[src/rtl/approx_mult_stream_pkg.sv]
// Shared types and helpers for the leading-one-truncation approximate multiplier.
// Holds the default widths, the controller state encoding and the mantissa rounding.
package approx_mult_stream_pkg;

    localparam int DEFAULT_W = 16;
    localparam int DEFAULT_K = 8;
    localparam int MAXW      = 64;

    typedef enum logic [1:0] {
        IDLE,
        NORM,
        OUT
    } stateT;

    // Wide enough to hold sa+sb, whose maximum is 2W-2.
    function automatic int shiftWidth(input int w);
        return $clog2(2 * w - 1);
    endfunction

    // Top k bits of a normalised w-bit value, optionally rounded half-up.
    // An all-ones mantissa saturates rather than carrying out of k bits.
    function automatic logic [MAXW-1:0] roundMant(
        input logic [MAXW-1:0] x,
        input int              w,
        input int              k,
        input logic            rnd
    );
        logic [MAXW-1:0] allOnes;
        logic [MAXW-1:0] t;
        allOnes = (MAXW'(1) << k) - MAXW'(1);
        t       = (x >> (w - k)) & allOnes;
        if (rnd && (k < w)) begin
            if (x[w-k-1] && (t != allOnes)) begin
                t = t + MAXW'(1);
            end
        end
        return t;
    endfunction

endpackage

[src/rtl/approx_mult_stream_lz_norm_shifter.sv]
// Loadable left-shift register that normalises one operand until its MSB is set,
// counting the shifts taken. done is simply the current MSB.
module lz_norm_shifter #(
    parameter int W  = 16,
    parameter int SW = 5
) (
    input  logic          clk,
    input  logic          rst,
    input  logic          clr,
    input  logic          load,
    input  logic [W-1:0]  loadVal,
    input  logic          shiftEn,
    output logic [W-1:0]  value,
    output logic [SW-1:0] count,
    output logic          done
);

    logic [W-1:0]  valueReg;
    logic [SW-1:0] countReg;

    always_ff @(posedge clk or negedge rst) begin
        if (!rst) begin
            valueReg <= '0;
            countReg <= '0;
        end else if (clr) begin
            valueReg <= '0;
            countReg <= '0;
        end else if (load) begin
            valueReg <= loadVal;
            countReg <= '0;
        end else if (shiftEn && !valueReg[W-1]) begin
            valueReg <= valueReg << 1;
            countReg <= countReg + SW'(1);
        end
    end

    assign value = valueReg;
    assign count = countReg;
    assign done  = valueReg[W-1];

endmodule

[src/rtl/approx_mult_stream.sv]
// Streaming approximate multiplier: normalise both operands, truncate to K bits,
// multiply the mantissas and shift the product back into a 2W-bit result.
module approx_mult_stream
    import approx_mult_stream_pkg::*;
#(
    parameter int W  = DEFAULT_W,
    parameter int K  = DEFAULT_K,
    parameter int SW = shiftWidth(W)
) (
    input  logic           clk,
    input  logic           rst,
    input  logic           clr,
    input  logic           in_valid,
    output logic           in_ready,
    input  logic [W-1:0]   in_a,
    input  logic [W-1:0]   in_b,
    input  logic           in_rnd,
    output logic           out_valid,
    input  logic           out_ready,
    output logic [2*K-1:0] out_prod,
    output logic [SW-1:0]  out_shamt,
    output logic [2*W-1:0] out_res,
    output logic           out_zero
);

    stateT stateReg, stateNext;
    logic  rndReg, rndNext;

    logic           outValidReg, outValidNext;
    logic [2*K-1:0] outProdReg, outProdNext;
    logic [SW-1:0]  outShamtReg, outShamtNext;
    logic [2*W-1:0] outResReg, outResNext;
    logic           outZeroReg, outZeroNext;

    logic [W-1:0]  opIn   [2];
    logic [W-1:0]  opVal  [2];
    logic [SW-1:0] opCnt  [2];
    logic          opDone [2];
    logic [K-1:0]  mant   [2];

    logic loadOps;
    logic shiftEn;

    logic [2*K-1:0] prodCalc;
    logic [SW-1:0]  shamtCalc;
    logic [2*W-1:0] prodWide;
    logic [2*W-1:0] resCalc;

    assign opIn[0] = in_a;
    assign opIn[1] = in_b;
    assign loadOps = (stateReg == IDLE) && in_valid;
    assign shiftEn = (stateReg == NORM);

    genvar gi;
    generate
        for (gi = 0; gi < 2; gi++) begin : genOperand
            lz_norm_shifter #(
                .W  (W),
                .SW (SW)
            ) uShifter (
                .clk     (clk),
                .rst     (rst),
                .clr     (clr),
                .load    (loadOps),
                .loadVal (opIn[gi]),
                .shiftEn (shiftEn),
                .value   (opVal[gi]),
                .count   (opCnt[gi]),
                .done    (opDone[gi])
            );
            assign mant[gi] = K'(roundMant(MAXW'(opVal[gi]), W, K, rndReg));
        end
    endgenerate

    // Mantissas are at most K bits each, so the 2K-bit product cannot overflow.
    assign prodCalc  = (2*K)'(mant[0]) * (2*K)'(mant[1]);
    assign shamtCalc = opCnt[0] + opCnt[1];
    assign prodWide  = (2*W)'(prodCalc);
    assign resCalc   = (prodWide << (2 * (W - K))) >> shamtCalc;

    always_comb begin
        stateNext    = stateReg;
        rndNext      = rndReg;
        outValidNext = outValidReg;
        outProdNext  = outProdReg;
        outShamtNext = outShamtReg;
        outResNext   = outResReg;
        outZeroNext  = outZeroReg;
        if (clr) begin
            stateNext    = IDLE;
            rndNext      = 1'b0;
            outValidNext = 1'b0;
            outProdNext  = '0;
            outShamtNext = '0;
            outResNext   = '0;
            outZeroNext  = 1'b0;
        end else begin
            case (stateReg)
                IDLE: begin
                    if (in_valid) begin
                        rndNext = in_rnd;
                        // A zero operand would never normalise; bypass straight to OUT.
                        if ((in_a == '0) || (in_b == '0)) begin
                            stateNext    = OUT;
                            outValidNext = 1'b1;
                            outProdNext  = '0;
                            outShamtNext = '0;
                            outResNext   = '0;
                            outZeroNext  = 1'b1;
                        end else begin
                            stateNext = NORM;
                        end
                    end
                end
                NORM: begin
                    if (opDone[0] && opDone[1]) begin
                        stateNext    = OUT;
                        outValidNext = 1'b1;
                        outProdNext  = prodCalc;
                        outShamtNext = shamtCalc;
                        outResNext   = resCalc;
                        outZeroNext  = 1'b0;
                    end
                end
                OUT: begin
                    if (out_ready) begin
                        stateNext    = IDLE;
                        outValidNext = 1'b0;
                    end
                end
                default: begin
                    stateNext = IDLE;
                end
            endcase
        end
    end

    always_ff @(posedge clk or negedge rst) begin
        if (!rst) begin
            stateReg    <= IDLE;
            rndReg      <= 1'b0;
            outValidReg <= 1'b0;
            outProdReg  <= '0;
            outShamtReg <= '0;
            outResReg   <= '0;
            outZeroReg  <= 1'b0;
        end else begin
            stateReg    <= stateNext;
            rndReg      <= rndNext;
            outValidReg <= outValidNext;
            outProdReg  <= outProdNext;
            outShamtReg <= outShamtNext;
            outResReg   <= outResNext;
            outZeroReg  <= outZeroNext;
        end
    end

    assign in_ready  = (stateReg == IDLE);
    assign out_valid = outValidReg;
    assign out_prod  = outProdReg;
    assign out_shamt = outShamtReg;
    assign out_res   = outResReg;
    assign out_zero  = outZeroReg;

endmodule

[config.mk]
export PLATFORM = sky130hd
export DESIGN_NAME = approx_mult_stream
export DESIGN_NICKNAME = d
export VERILOG_FILES = /design/src/rtl/approx_mult_stream_pkg.sv /design/src/rtl/approx_mult_stream_lz_norm_shifter.sv /design/src/rtl/approx_mult_stream.sv
export SDC_FILE = /design/constraint.sdc
export NUM_CORES = 1
export LEC_CHECK = 0
export ABC_AREA = 1
export CAP_MARGIN = 20
export CORE_AREA = 5 5 159 161
export CTS_BUF_LIST = sky130_fd_sc_hd__clkbuf_2 sky130_fd_sc_hd__clkbuf_4 sky130_fd_sc_hd__clkbuf_8
export CTS_CLUSTER_SIZE = 10
export DETAILED_ROUTE_END_ITERATION = 10
export DIE_AREA = 0 0 164 166
export PLACE_DENSITY = 0.52
export SETUP_SLACK_MARGIN = 0.1
export SYNTH_ARGS = -nofsm -noshare
export SYNTH_HDL_FRONTEND = slang
export SYNTH_SLANG_ARGS = --single-unit
[constraint.sdc]
create_clock -name clk -period 7.1 [get_ports clk]
set_clock_uncertainty 0.2 [all_clocks]
set_input_delay 1.42 -clock clk [delete_from_list [all_inputs] [get_ports clk]]
set_output_delay 1.42 -clock clk [all_outputs]
set_load 0.005 [all_outputs]
==> metrics.yaml, run 1 <==
status: "complete, no violations"
synthCells: 1129
syn-cell-area_sq_um: 8190
cts_tree: "done"
syn_nets: 1251
slowest_delay_ns: 0.54
antenna_found_initial: 0
synth_common_cells: "nand2_1, inv_1, nand3_1"
grt_pass1_vias: 7281
hold_depth: 2
finalMaxSlewViolations: 0
synth_area_per_cell_sq_um: 7.25
pin_count: 94
initial_utilization_pct: 34.4
detail_route.iter0.violations: 502
start_kind: "flip-flop"
gp_congestion: 0.913
routed_wl_mm: 22.8
fp.dieH_um: 166
numCtsBuffers: 9
hold_class: "flip-flop to flip-flop"
core_area_sq_um: 23800
grt_start_max_net_pins: 69
critPathTopFamily: "adder cells"
synthFlopType: "dfrtp_1"
dpl.cell_count: 1518
layout-drive-gt1-share_pct: 5.37
grt_remaining_overflow: 0
instances_no_fill: 1535
rows: 57
arrival_ns: 6.55
setup_viol: 0
dieArea_sq_um: 27200
rsz0062_at_grt: "no"
synth_edf_count: 0
dp_hpwl_mm: 17.6
slowest_stage: "fa_1"
fin_crit_ns: 6.40
synth_top_area_share_pct: 30.6
postLayoutSetupSlackWorst_ns: 0.695
tns_ns: 0
postRouteAntennaNets: 0
period_share_pct: 90.2
clk-insertion-delay-late_ns: 0.40
worstPathRequired_ns: 7.24
yosysUniqueCellTypes: 43
seq_area_frac_synth_pct: 30.6
drc: 0
async_flop_share_pct: 100
die_x_um: 164
crit_top_cell: "nand2_1"
cellPowerDensity_nw_per_um2: 334
path_clk_slew_ns: 0.13
port_buffers: 93
yosysMostFrequentCell: "nand2_1"
grt_pass1_wl_mm: 37.7
synth_area_leaders: "dfrtp_1, nand2_1, fa_1, inv_1, nand3_1"
synthToLayoutAreaGrowth_pct: 18.0
cp-end-kind: "flip-flop"
pre_cts_slack_ns: 0.690
n_antenna_cell: 0
cts_sinks: 100
clock-root-buffer: "clkbuf_8"
crit_type: "flip-flop to flip-flop"
r2r_cells: 32
drt-wirelength-per-cell_um: 14.9
total_power_mw: 3.23
grt_usage_pct: 17.1
vias: 7568
cp_num_cells: 32
htreeDepth: 3
yosysTopAreaCell: "dfrtp_1"
ys_seq_elements: 100
yosysWarnings: 0
slew_headroom_pct: 36.9
cap_violations: 0
cts_buffer_depth: 2
cp_max_fo: 5
p_leak_nw: 4.85
worst_pin_slew_ns: 0.943
irDropWorstVdd_v: 0.000216
dr.pass1.iters: 5
holdWs_ns: 0.294
hold_viol_final: 0
viasPerCell: 4.93
fmax_mhz: 156
path_buf_inv: 4
final_nets: 1328
## metal layers
| metal | track usage, % | wire (um) |
|---|---|---|
| met2 | 26.3 | 10100 |
| met4 | 3.61 | 308 |
| met5 | 0 | 0 |
| met3 | 2.88 | 1230 |
| met1 | 25.2 | 11100 |
## through the flow
stage	cell area [sq um]	util, %
2_1_floorplan	8190	-
3_3_place_gp	9430	39.6
3_5_place_dp	9430	39.6
4_1_cts	9630	40.4
5_1_grt	9670	40.6
6_report	9670	40.6
## tightest hold or removal path, stage by stage, from the launching register on
cell and delay [ns]:
dfrtp_1 0.36, nand2_1 0.05, o21ai_0 0.05
## cells by family (layout without fill, tap and decap cells)
group                      count (synthesis)  in the layout  synth area share (%)
AOI/OAI and AO/OA                        143            143                  10.1
xor gates and xnor gates                  18             18                  2.38
adders and majority gates                 84             84                  16.2
buffers and inverters                    215            297                  10.3
DFF                                      100            100                  30.6
muxes                                      3              3                 0.367
and+or+nand+nor                          566            566                  30.1
## placed cells by master, fill, tap and decap left out, types with 3 or more instances in the layout
cell / count
fa_1: 37
a21oi_1: 28
nand4_1: 23
nor2_1: 84
xor2_1: 9
nor3_1: 7
nor4_1: 4
a21o_1: 3
clkbuf_8: 9
dfrtp_1: 100
inv_1: 170
o22ai_1: 31
inv_2: 8
buf_4: 10
o21ai_1: 10
clkdlybuf4s50_1: 92
nand3_2: 5
ha_1: 47
nand2_4: 3
nand3_1: 121
mux2i_1: 3
xnor2_1: 3
nand2_2: 8
xor2_2: 4
nand2_1: 302
a32o_1: 3
o21ai_0: 57
## where the power goes
part           internal (mW)  switching, mW
Sequential             0.705          0.101
Combinational          0.682           1.35
Clock                  0.139          0.256
Total                   1.53           1.71
## timing repair
action	CTS	global route
buffers inserted	0	1
gates resized for setup	0	3
hold buffers	0	0
hold endpoints to repair	0	0
endpoints found under the setup margin	0	4
## cell type report
cell class | instances | area (sq um)
clock inverters | 7 | 78.8
well taps | 324 | 405
flip-flops and latches | 100 | 2500
clock buffers | 9 | 124
repair buffers | 102 | 996
multi-input cells | 814 | 4890
fillers | 2580 | 14200
inverters | 179 | 672
## sequential cells by signal (all words and copies together) (netlist names)
signal / flops
genOperand.uShifter.count: 10
out_valid: 1
out_zero: 1
stateReg: 2
genOperand.uShifter.value: 32
rndReg: 1
out_prod: 16
out_shamt: 5
out_res: 32
## final timing paths
path	startpoint	to	slack, ns
max reg2reg	genOperand[1].uShifter.value[8]	out_res[12]	0.70
min reg2reg	out_shamt[1]	out_shamt[1]	0.29
min in group asynchronous	rst	out_shamt[0]	0.74
max in group asynchronous	rst	genOperand[0].uShifter.value[9]	4.67
min	out_shamt[1]	out_shamt[1]	0.29
max	genOperand[1].uShifter.value[8]	out_res[12]	0.70
Power figures use the tool's default switching activity.
==> run 2: changes to the inputs <==
--- a/config.mk
+++ b/config.mk
@@ -12,8 +12,9 @@
 export CTS_CLUSTER_SIZE = 10
 export DETAILED_ROUTE_END_ITERATION = 10
 export DIE_AREA = 0 0 164 166
-export PLACE_DENSITY = 0.52
+export PLACE_DENSITY_LB_ADDON = 0.3
 export SETUP_SLACK_MARGIN = 0.1
 export SYNTH_ARGS = -nofsm -noshare
 export SYNTH_HDL_FRONTEND = slang
 export SYNTH_SLANG_ARGS = --single-unit
+export TNS_END_PERCENT = 20
==> run 2 against run 1 <==
Effect of this change:
- utilization decreased by 0.20 points
- clock power shrank 2%
- register-to-register slack gained 0.06 ns
- total power down 1.8%
- non-clock buffer count shrank 2
- critical path depth rose by 2
- worst hold slack got worse by 0.0030 ns
- via count is 0.15% lower
- count of clock-buffer cells in the layout unchanged
- fmax increased by 0.91%
- combinational power fell by 2%
- largest cell class unchanged
- largest power group unchanged
- highest routed layer unchanged
==> metrics.yaml, run 2 (synthesized netlist as in run 1, its figures left out) <==
clk-insertion-delay-late_ns: 0.39  # about the same
fmax_mhz: 158  # +0.91%
start_kind: "flip-flop"
layout-drive-gt1-share_pct: 5.05  # -0.32 points
dpl.cell_count: 1517  # -0.066%
cp_max_fo: 5  # unchanged
drt-wirelength-per-cell_um: 14.3  # -3.7%
pin_count: 94  # unchanged
fp.dieH_um: 166  # unchanged
initial_utilization_pct: 34.4  # unchanged
irDropWorstVdd_v: 0.000249  # +15%
slowest_stage: "fa_1"
hold_class: "flip-flop to flip-flop"
period_share_pct: 89.4  # -0.81 points
drc: 0  # unchanged
rows: 57  # unchanged
tns_ns: 0  # unchanged
gp_congestion: 0.912  # -0.12%
fin_crit_ns: 6.35  # -0.0578 ns
finalCoreUtilization_pct: 40.4  # -0.20 points
worstHoldEndpoint: "out_res[18]"
cts_sinks: 100  # unchanged
detail_route.iter0.violations: 602  # +20%
slowest_delay_ns: 0.55  # about the same
cp-end-kind: "flip-flop"
core_area_sq_um: 23800  # unchanged
hp-start: "out_res[18]"
final_nets: 1326  # -0.15%
hold_buffers: 0  # unchanged
r2r_slack_ns: 0.75  # +0.06 ns
rsz0062_at_grt: "no"
cellPowerDensity_nw_per_um2: 330  # -1.4%
n_antenna_cell: 0  # unchanged
port_buffers: 93  # unchanged
cts_tree: "done"
instances_no_fill: 1533  # -0.13%
cts_resized: 0  # unchanged
crit_type: "flip-flop to flip-flop"
htreeDepth: 3  # unchanged
dp_hpwl_mm: 17.1  # -3.1%
grt_usage_pct: 16.4  # -0.64 points
p_leak_nw: 4.85  # about the same
cts_buffer_depth: 2  # unchanged
startpoint: "genOperand[1].uShifter.value[8]"
worst_pin_slew_ns: 0.944  # +0.000845 ns
setup_viol: 0  # unchanged
postRouteAntennaNets: 0  # unchanged
postLayoutSetupSlackWorst_ns: 0.753  # +0.0578 ns
pre_cts_slack_ns: 0.762  # +0.0718 ns
worstPathRequired_ns: 7.20  # -0.04 ns
die_x_um: 164  # unchanged
routed_wl_mm: 21.9  # -3.8%
dr.pass1.iters: 5  # unchanged
vias: 7557  # -0.15%
grt_pass1_wl_mm: 36.8  # -2.5%
grt_start_max_net_pins: 70  # +1.4%
rr_endpoint: "out_res[16]"
viasPerCell: 4.93  # about the same
r2r_cells: 34  # +6.3%
synthToLayoutAreaGrowth_pct: 17.5
mostFrequentLayoutCell: "nand2_1"
dieArea_sq_um: 27200  # unchanged
grt_pass1_vias: 7388  # +1.5%
crit_top_cell: "nand2_1"
cap_violations: 0  # unchanged
cts_setup_buffers: 0  # unchanged
finalMaxSlewViolations: 0  # unchanged
antenna_found_initial: 0  # unchanged
hold_depth: 2  # unchanged
total_power_mw: 3.17  # -1.8%
grt_remaining_overflow: 0  # unchanged
final_cell_mix: "nand2_1, inv_1, nand3_1, dfrtp_1, clkdlybuf4s50_1"
status: "complete, no violations"
path_clk_slew_ns: 0.11  # -0.02 ns
clock-root-buffer: "clkbuf_8"
reg2reg_from: "genOperand[1].uShifter.value[8]"
hold_viol_final: 0  # unchanged
arrival_ns: 6.45  # -0.10 ns
slew_headroom_pct: 36.8  # -0.057 points
numCtsBuffers: 9  # unchanged
==> run 2: area by class of cell <==
type / instances / area (sq um)
clock inverters: 7 / 81.3
multi-input cells: 814 / 4850
fillers: 2548 / 14200
well taps: 324 / 405
clock buffers: 9 / 124
repair buffers: 100 / 981
flip-flops and latches: 100 / 2500
inverters: 179 / 672
==> run 2: worst max-delay path by stage <==
stage                       end  cells after the start
finish              out_res[16]                     34
global route         out_res[0]                     34
global placement     out_res[0]                     32
detailed placement   out_res[0]                     34
CTS                 out_res[16]                     34
floorplan            out_res[8]                     34
==> run 2: worst max-delay path: cells and delay by family (launching register included) <==
| family | cells | cell delay, ns |
|---|---|---|
| fa+ha+maj | 6 | 2.64 |
| flops | 1 | 0.44 |
| buf+inv | 3 | 0.19 |
| xor+xnor | 1 | 0.29 |
| simple gates | 24 | 2.49 |
==> run 2: report_power, final <==
group	internal, mW	switching [mW]	total (mW)
Sequential	0.705	0.0988	0.804
Combinational	0.674	1.31	1.98
Clock	0.141	0.247	0.388
==> run 2: metrics by stage <==
stage / cell area [sq um] / hold slack, ns
2_1_floorplan: 8190 / 0.272
3_3_place_gp: 9410 / 0.268
3_5_place_dp: 9410 / 0.270
4_1_cts: 9620 / 0.298
5_1_grt: 9620 / 0.324
6_report: 9620 / 0.291
==> run 2: routing by layer <==
layer | share of wire (%) | wire (um) | vias up | global-route usage (%)
met5 | 0 | 0 | - | 0
met1 | 47 | 10300 | 3534 | 23.4
met2 | 46 | 10100 | 226 | 26.3
li1 | - | - | 3779 | -
met3 | 6.2 | 1370 | 18 | 3.08
met4 | 1.1 | 251 | 0 | 2.99
==> run 3: changes to the inputs <==
--- a/config.mk
+++ b/config.mk
@@ -6,12 +6,13 @@
 export NUM_CORES = 1
 export LEC_CHECK = 0
 export ABC_AREA = 1
+export ABC_CLOCK_PERIOD_IN_PS = 7100
 export CAP_MARGIN = 20
-export CORE_AREA = 5 5 159 161
+export CORE_AREA = 4 4 158 160
 export CTS_BUF_LIST = sky130_fd_sc_hd__clkbuf_2 sky130_fd_sc_hd__clkbuf_4 sky130_fd_sc_hd__clkbuf_8
 export CTS_CLUSTER_SIZE = 10
 export DETAILED_ROUTE_END_ITERATION = 10
-export DIE_AREA = 0 0 164 166
+export DIE_AREA = 0 0 162 164
 export PLACE_DENSITY_LB_ADDON = 0.3
 export SETUP_SLACK_MARGIN = 0.1
 export SYNTH_ARGS = -nofsm -noshare
==> run 3 against run 2 <==
Effect of this change:
- clock power is 5.4% lower
- critical path depth up 2
- sequential share of layout area grew 0.081 points
- sequential power barely moved
- global-route usage up 0.65 points
- cell area shrank 0.31%
- first-iteration DRC count increased by 1.8%
- worst setup slack improved by 0.012 ns
- count of clock-buffer cells in the layout did not move
- total power barely moved
- die area down 2.4%
- via count grew 0.20%
- largest power group unchanged
==> metrics.yaml, run 3 (synthesized netlist as in run 1, its figures left out) <==
path_clk_slew_ns: 0.11  # about the same
cts_setup_buffers: 0  # unchanged
fmax_mhz: 158  # +0.19%
clk-insertion-delay-late_ns: 0.40  # about the same
instances_no_fill: 1528  # -0.33%
worst_pin_slew_ns: 0.935  # -0.00862 ns
power_frac_seq_pct: 25.3  # about the same
p_sw_mw: 1.66  # +0.54%
start_kind: "flip-flop"
rsz0062_at_grt: "no"
vias: 7572  # +0.20%
drt-wirelength-per-cell_um: 14.5  # +1.6%
hold_buffers: 0  # unchanged
rows: 56  # -1.8%
slowest_delay_ns: 0.54  # about the same
dp_hpwl_mm: 17.3  # +1.3%
cellPowerDensity_nw_per_um2: 331  # +0.34%
cts_resized: 0  # unchanged
slew_headroom_pct: 37.4  # +0.58 points
gp_congestion: 0.885  # -3.0%
fp.dieH_um: 164  # -1.2%
grt_pass1_vias: 7328  # -0.81%
cts_buffer_depth: 2  # unchanged
finalCoreUtilization_pct: 41.0  # +0.59 points
r2r_slack_ns: 0.77  # about the same
r2r_cells: 36  # +5.9%
period_share_pct: 89.2  # -0.17 points
final_nets: 1326  # unchanged
met3_usage_pct: 3.19  # +0.11 points
htreeDepth: 3  # unchanged
globalRouteMet1Util_pct: 24.1  # +0.64 points
grt_pass1_wl_mm: 36.7  # about the same
initial_utilization_pct: 35.0  # +0.61 points
drc: 0  # unchanged
port_buffers: 93  # unchanged
mostFrequentLayoutCell: "nand2_1"
final_cell_mix: "nand2_1, inv_1, nand3_1, dfrtp_1, clkdlybuf4s50_1"
p_leak_nw: 4.83  # -0.31%
fin_crit_ns: 6.33  # -0.0123 ns
cp_num_cells: 36  # +5.9%
numCtsBuffers: 9  # unchanged
reg2reg_from: "genOperand[1].uShifter.value[8]"
antenna_found_initial: 0  # unchanged
irDropWorstVdd_v: 0.000263  # +5.8%
hold_viol_final: 0  # unchanged
combPwrFrac_pct: 63.2  # +0.8 points
cp-end-kind: "flip-flop"
p_sw_share_pct: 52.3  # +0.27 points
routed_wl_mm: 22.2  # +1.2%
grt_start_max_net_pins: 64  # -8.6%
setup_viol: 0  # unchanged
cts_sinks: 100  # unchanged
grt_usage_pct: 17.1  # +0.65 points
viasPerCell: 4.96  # +0.53%
n_antenna_cell: 0  # unchanged
path_buf_inv: 4  # +1
layout-drive-gt1-share_pct: 5.05  # unchanged
cap_violations: 0  # unchanged
pin_count: 94  # unchanged
clkPwrFrac_pct: 11.6  # -0.6 points
finalMaxSlewViolations: 0  # unchanged
endpoint: "out_res[0]"
cts_tree: "done"
critPathTopFamily: "adder cells"
clock-root-buffer: "clkbuf_8"
worstPathRequired_ns: 7.20  # about the same
busiest_layer: "met2"
die_x_um: 162  # -1.2%
grt_remaining_overflow: 0  # unchanged
p_int_mw: 1.51  # -0.53%
startpoint: "genOperand[1].uShifter.value[8]"
dpl.cell_count: 1512  # -0.33%
arrival_ns: 6.44  # about the same
slowest_stage: "fa_1"
status: "complete, no violations"
cp_max_fo: 5  # unchanged
rr_endpoint: "out_res[0]"
crit_top_cell: "nand2_1"
postRouteAntennaNets: 0  # unchanged
dr.pass1.iters: 5  # unchanged
detail_route.iter0.violations: 613  # +1.8%
crit_type: "flip-flop to flip-flop"
synthToLayoutAreaGrowth_pct: 17.1
core_area_sq_um: 23400  # -1.8%
dieArea_sq_um: 26600  # -2.4%
tns_ns: 0  # unchanged
hold_class: "flip-flop to flip-flop"
use_met2_pct: 27.3  # +0.98 points
## run 3: worst register-to-register path, delay by kind of cell (launching register included)
family | cells | cell delay, ns
buffers and inverters | 4 | 0.23
adders and majority gates | 6 | 2.74
and+or+nand+nor | 25 | 2.33
xor gates and xnor gates | 1 | 0.29
DFF | 1 | 0.44
## run 3: worst min path at each step
stage                 start            to  slack (ns)  cells past startpoint
2_1_floorplan   out_res[10]   out_res[10]        0.27                      2
5_1_grt        out_shamt[3]  out_shamt[3]        0.31                      2
3_3_place_gp   out_shamt[3]  out_shamt[3]        0.27                      2
6_report         out_res[6]    out_res[6]        0.29                      2
4_1_cts         out_res[21]   out_res[21]        0.29                      2
3_5_place_dp    out_res[21]   out_res[21]        0.26                      2
## run 3: power groups by stage
| stage | clock [mW] | combinational, mW | sequential, mW |
|---|---|---|---|
| after CTS | 0.375 | 2.00 | 0.803 |
| final | 0.367 | 2.00 | 0.801 |
| after detailed placement | 0 | 1.99 | 0.815 |
| after global routing | 0.397 | 2.28 | 0.822 |
| after floorplan | 0 | 1.40 | 0.794 |
| after global placement | 0 | 1.99 | 0.813 |
## run 3: routing by layer
layer  up-vias  routed length, um
met5         -                  0
met4         0                332
met3        20               1420
met2       219               9960
met1      3554              10500
li1       3779                  -
## run 3: area by class of cell
type	count	area (sq um)
fill	2499	13800
multi-input combinational	814	4850
sequential	100	2500
timing repair buffer	100	981
inverter	179	672
tap	319	399
clock buffer	9	124
clock inverter	7	57.6
## run 3: stage by stage
| stage | worst slack [ns] | area, sq um | hold WS (ns) | power, mW |
|---|---|---|---|---|
| after floorplan | 1.42 | 8190 | 0.272 | 2.19 |
| after global placement | 0.847 | 9410 | 0.267 | 2.80 |
| after detailed placement | 0.760 | 9410 | 0.264 | 2.80 |
| after CTS | 0.744 | 9590 | 0.294 | 3.18 |
| after global routing | 0.155 | 9590 | 0.315 | 3.50 |
| final | 0.765 | 9590 | 0.291 | 3.17 |
